==> src/rtl/pipe_ctrl_pkg.sv <==
// pipe_ctrl_pkg -- shared definitions for the pipeline control block.
//   state_e            : FSM state encodings (RUN=0, FLUSH=1, STALL=2; 3 is illegal)
//   FLUSH_LEN_DEF      : default number of flush cycles per taken jump
//   STALL_TIMEOUT_DEF  : default consecutive stall cycles before timeout
package pipe_ctrl_pkg;

  typedef enum logic [1:0] {
    ST_RUN   = 2'd0,
    ST_FLUSH = 2'd1,
    ST_STALL = 2'd2
  } state_e;

  localparam int unsigned FLUSH_LEN_DEF     = 2;
  localparam logic [15:0] STALL_TIMEOUT_DEF = 16'd1000;

endpackage

==> src/rtl/pipe_ctrl_perf.sv <==
// pipe_ctrl_perf -- free-running performance counters for pipe_ctrl.
// Only instantiated when PIPE_CTRL_PERF_EN is defined.
//   clk, rst      : clock, synchronous active-high reset
//   stall_inc     : count one stall cycle this clock
//   flush_inc     : count one flush event this clock
//   stall_cycles  : 32-bit wrapping count of stall cycles
//   flush_events  : 32-bit wrapping count of flush events
module pipe_ctrl_perf (
  input  logic        clk,
  input  logic        rst,
  input  logic        stall_inc,
  input  logic        flush_inc,
  output logic [31:0] stall_cycles,
  output logic [31:0] flush_events
);

  // Counters wrap naturally at 32'hffff_ffff -> 0.
  always_ff @(posedge clk) begin
    if (rst) begin
      stall_cycles <= '0;
      flush_events <= '0;
    end else begin
      if (stall_inc) stall_cycles <= stall_cycles + 32'd1;
      if (flush_inc) flush_events <= flush_events + 32'd1;
    end
  end

endmodule

==> src/rtl/pipe_ctrl.sv <==
// pipe_ctrl -- pipeline hazard controller: jump redirect/flush, stall holds,
// and a sticky stall-timeout flag.
// Optional feature macro: PIPE_CTRL_PERF_EN (adds stall/flush perf counters;
// when undefined the counter ports are tied to zero).
//   clk, rst        : clock, synchronous active-high reset
//   jump_en_i/addr  : taken branch/JAL and target from execute
//   hold_flag_ex_i  : execute needs another cycle
//   hold_req_bus_i  : fetch bus not ready
//   jump_en_o/addr  : redirect request and target to the PC register
//   hold_pc_o, hold_if_id_o, hold_id_ex_o : pipeline register holds
//   flush_o         : IF/ID and ID/EX load NOP
//   timeout_o       : sticky stall-timeout flag
//   state_o         : current FSM state (debug)
//   stall_cycles_o, flush_events_o : perf counters (zero unless enabled)
module pipe_ctrl
  import pipe_ctrl_pkg::*;
#(
  parameter int unsigned FLUSH_LEN     = FLUSH_LEN_DEF,
  parameter logic [15:0] STALL_TIMEOUT = STALL_TIMEOUT_DEF
) (
  input  logic        clk,
  input  logic        rst,
  input  logic        jump_en_i,
  input  logic [31:0] jump_addr_i,
  input  logic        hold_flag_ex_i,
  input  logic        hold_req_bus_i,
  output logic        jump_en_o,
  output logic [31:0] jump_addr_o,
  output logic        hold_pc_o,
  output logic        hold_if_id_o,
  output logic        hold_id_ex_o,
  output logic        flush_o,
  output logic        timeout_o,
  output logic [1:0]  state_o,
  output logic [31:0] stall_cycles_o,
  output logic [31:0] flush_events_o
);

  // The jump cycle itself is the first flush cycle, so FLUSH holds FLUSH_LEN-1 cycles.
  localparam bit          MULTI_FLUSH    = (FLUSH_LEN > 1);
  localparam logic [2:0]  FLUSH_CNT_INIT = 3'(FLUSH_LEN - 2);
  localparam logic [15:0] TIMEOUT_LAST   = STALL_TIMEOUT - 16'd1;

  state_e      state_q, state_d;
  logic [2:0]  cnt_q, cnt_d;
  logic [15:0] stall_cnt_q;
  logic        timeout_q;
  logic        stall_hold;

  function automatic logic [15:0] sat_inc16(input logic [15:0] v);
    return (v == 16'hffff) ? v : v + 16'd1;
  endfunction

  always_comb begin
    jump_en_o    = 1'b0;
    jump_addr_o  = '0;
    hold_pc_o    = 1'b0;
    hold_if_id_o = 1'b0;
    hold_id_ex_o = 1'b0;
    flush_o      = 1'b0;
    stall_hold   = 1'b0;
    state_d      = ST_RUN;
    cnt_d        = cnt_q;
    case (state_q)
      ST_RUN, ST_STALL: begin
        if (jump_en_i) begin
          // A taken jump overrides every hold in the same cycle.
          jump_en_o   = 1'b1;
          jump_addr_o = jump_addr_i;
          flush_o     = 1'b1;
          if (MULTI_FLUSH) begin
            state_d = ST_FLUSH;
            cnt_d   = FLUSH_CNT_INIT;
          end
        end else begin
          hold_pc_o    = hold_flag_ex_i | hold_req_bus_i;
          hold_if_id_o = hold_flag_ex_i | hold_req_bus_i;
          hold_id_ex_o = hold_flag_ex_i;
          stall_hold   = hold_flag_ex_i | hold_req_bus_i;
          state_d      = stall_hold ? ST_STALL : ST_RUN;
        end
      end
      ST_FLUSH: begin
        // Flush dominates: only the PC may be held, and the count keeps running.
        flush_o   = 1'b1;
        hold_pc_o = hold_req_bus_i;
        if (cnt_q == 3'd0) begin
          state_d = ST_RUN;
        end else begin
          state_d = ST_FLUSH;
          cnt_d   = cnt_q - 3'd1;
        end
      end
      default: begin
        // Illegal encoding: all outputs quiet, recover to RUN.
        state_d = ST_RUN;
        cnt_d   = '0;
      end
    endcase
  end

  // Every accepted hold cycle (the one entering STALL included) counts toward
  // the timeout; leaving for RUN or FLUSH restarts the count.
  always_ff @(posedge clk) begin
    if (rst) begin
      state_q     <= ST_RUN;
      cnt_q       <= '0;
      stall_cnt_q <= '0;
      timeout_q   <= 1'b0;
    end else begin
      state_q     <= state_d;
      cnt_q       <= cnt_d;
      stall_cnt_q <= stall_hold ? sat_inc16(stall_cnt_q) : 16'd0;
      if (stall_hold && (stall_cnt_q == TIMEOUT_LAST)) timeout_q <= 1'b1;
    end
  end

  assign timeout_o = timeout_q;
  assign state_o   = state_q;

`ifdef PIPE_CTRL_PERF_EN
  pipe_ctrl_perf u_perf (
    .clk          (clk),
    .rst          (rst),
    .stall_inc    (hold_pc_o),
    .flush_inc    (jump_en_o),
    .stall_cycles (stall_cycles_o),
    .flush_events (flush_events_o)
  );
`else
  assign stall_cycles_o = '0;
  assign flush_events_o = '0;
`endif

endmodule

==> config.mk <==
export PLATFORM = sky130hd
export DESIGN_NAME = pipe_ctrl
export DESIGN_NICKNAME = d
export VERILOG_FILES = /design/src/rtl/pipe_ctrl_pkg.sv /design/src/rtl/pipe_ctrl_perf.sv /design/src/rtl/pipe_ctrl.sv
export SDC_FILE = /design/constraint.sdc
export NUM_CORES = 1
export LEC_CHECK = 0
export BUFFER_PORTS_ARGS = -buffer_cell sky130_fd_sc_hd__clkbuf_2
export CAP_MARGIN = 25
export CORE_MARGIN = 2
export CORE_UTILIZATION = 40
export DETAILED_ROUTE_END_ITERATION = 6
export PLACE_DENSITY = 0.85
export SETUP_SLACK_MARGIN = 0.5
export SLEW_MARGIN = 20
export SYNTH_ARGS = -nofsm -noshare
export SYNTH_HDL_FRONTEND = slang
export SYNTH_SLANG_ARGS = --single-unit
==> constraint.sdc <==
create_clock -name clk -period 1.9 [get_ports clk]
set_input_delay 0.57 -clock clk [delete_from_list [all_inputs] [get_ports clk]]
set_output_delay 0.57 -clock clk [all_outputs]
set_load 0.005 [all_outputs]
==> results_dict.tcl <==
set metrics [dict create \
    status "completed" \
    post_drt_wl_per_cell_um 13.9 \
    r2r_end "stall_cnt_q[5]" \
    diodes 0 \
    end_kind "output port" \
    hold_buffers 0 \
    first_global_vias 1528 \
    cts_tree "built" \
    syn_area_um2 1840 \
    hold_end "timeout_o" \
    gp_congestion 0.858 \
    yosys.area.top_type_share_pct 26.2 \
    grt_start_max_net_pins 33 \
    drc 0 \
    power_density_nw_per_um2 388 \
    synth_edf_count 0 \
    drv_slew 0 \
    cts_max_path_buffers 2 \
    final_common_cell "clkbuf_2" \
    ff2ff_setup_slack_ns 0.30 \
    clkSinkCount 22 \
    cp_data_required_time_ns 1.33 \
    dp.final_hpwl_um 3430 \
    avgSynthCellArea_um2 7.88 \
    grt-busiest-layer "met2" \
    postLayoutSetupSlackWorst_ns 0.0873 \
    cp-start-kind "input port" \
    fin_hold_ws_ns 0.503 \
    rsz0062_at_grt "true" \
    vias_per_cell 4.71 \
    drive_gt1_share_pct 52.1 \
    synthCells 233 \
    synthArstFlopShare_pct 0 \
    whs_path_depth 2 \
    antenna_left 0 \
    vias 1846 \
    clk_pin_slew_ns 0.08 \
    cp.arrival_ns 1.24 \
    hp-class "flip-flop to flip-flop" \
    dpl_cell_area_um2 2110 \
    setup_viol 0 \
    yosysSeqAreaShare_pct 24.0 \
    grt-ovfl-total 0 \
    portBuffers 76 \
    dpl_worst_slack_ns 0.0430 \
    drtIter0Drc 76 \
    met2_usage_pct 34.9 \
    ios 141 \
    layout.cells.non_filler 392 \
    dieArea_um2 5150 \
    synth_flop_cell "dfxtp_1" \
    final_area_um2 2700 \
    reg2reg_from "stall_cnt_q[10]" \
    grt_pass1_wl_um 7180 \
    drtPass1Iterations 4 \
    seq_area_um2 488 \
    fp.dieH_um 71.7 \
    antenna_found_initial 0 \
    fin_tns_setup_ns 0 \
    synth_top_area_cell "buf_4" \
    multiInputGateArea_um2 1350 \
    die_w_um 71.7 \
    synthDistinctLibCells 39 \
    h-tree-depth 1 \
    hp-start "timeout_o" \
    final_core_util_pct 61.6 \
    grt_usage_pct 17.7 \
    final-hold-violation-count 0 \
    fillCellCount 348 \
    cts_buffers 3 \
    core_um2 4380 \
    num_rows 24 \
    gr-usage-met1_pct 16.9 \
    ir_drop_v 0.000232 \
    root_buffer "clkbuf_8" \
    grtUsageMet3_pct 3.66 \
    wl_um 5470 \
    design_power_total_mw 1.05 \
    fmax_mhz 552 \
    synth_warnings 0 \
    synthToLayoutAreaGrowth_pct 47.2 \
    clock_skew_ns 0.00515 \
    r2r_cells 6 \
    p_leak_nw 1.32 \
    post-route-period-util_pct 95.4 \
    final_cell_mix "clkbuf_2 (74), conb_1 (64), and2_1 (35), buf_4 (22), buf_6 (12)" \
    start_util_pct 41.9 \
    placed_cells 357 \
    max_cap_viol_count 0 \
    clock_latency_ns 0.26 \
    critPathMaxFanout 32 \
    fin_nets 382 \
    synth_seq_cells 22 \
    synthTopCellsByArea "buf_4 (26%), dfxtp_1 (24%), and2_1 (12%)" \
    crit_type "input port to output port" \
    finalCriticalPeriod_ns 1.81 \
]
cells by family (layout without fill, tap and decap cells):
family / Yosys count / after routing / synth area share [%]
AOI/OAI and AO/OA: 29 / 29 / 9.41
xor gates and xnor gates: 4 / 4 / 1.91
adders and majority gates: 4 / 4 / 2.73
buffers and inverters: 77 / 121 / 29.1
DFF: 22 / 22 / 24.0
muxes: 2 / 2 / 1.09
other: 1 / 64 / 0.204
and+or+nand+nor: 94 / 94 / 31.6
report_power, final:
group,switching (mW),total (mW),internal (mW)
Sequential,0.00723,0.461,0.454
Combinational,0.122,0.248,0.126
Clock,0.154,0.339,0.185
state kept, by name, indices dropped and copies added, names as in the netlist:
name	count
cnt_q	3
stall_cnt_q	16
state_o	2
timeout_o	1
metal layers:
metal / share of wire [%] / vias up
met1: 31 / 847
li1: - / 874
met5: 0 / -
met3: 8.6 / 22
met2: 55 / 103
met4: 4.8 / 0
worst max path at each step:
stage                     slack (ns)       from  cells after the start         endpoint
after floorplan                 0.29  jump_en_i                      3  jump_addr_o[10]
after global placement          0.04  jump_en_i                      5   jump_addr_o[9]
after detailed placement        0.04  jump_en_i                      5   jump_addr_o[9]
after CTS                       0.07  jump_en_i                      5   jump_addr_o[9]
after global routing            0.05  jump_en_i                      5  jump_addr_o[31]
final                           0.09  jump_en_i                      5  jump_addr_o[31]
final cells by class:
type,count,area share (%)
Multi-Input combinational cell,197,49.9
Sequential cell,22,18.1
Clock buffer,4,2.04
Tap cell,52,2.41
Timing Repair Buffer,112,26.9
Inverter,5,0.787
critical path: stages:
cell and delay (ns):
buf_8 0.08, nor2b_4 0.16, buf_12 0.16, and2_1 0.13
clkbuf_2 0.13
cell usage after synthesis, types with 2 or more instances:
cell type  instances
nand3_1            4
buf_4             64
inv_1              5
mux2i_1            2
ha_1               4
nor2_1            13
nor3_1             5
nand4_1            4
and3_1             3
a21o_1             2
dfxtp_1           22
clkbuf_1           4
nor2b_1            4
and2_1            35
buf_2              4
a21oi_1           12
nand2_1            5
o21ai_0            6
nor4_1             3
o31ai_1            2
a31oi_1            4
xnor2_1            4
or4_1              3
or3_1              4
timing repair:
action	4_1_cts	5_1_grt
setup buffers	19	11
endpoints found under the hold margin	0	0
gates resized for setup	34	55
setup endpoints to repair	55	58
pin swaps	14	21
cloned	1	0
(Power assumes the default switching activity.)
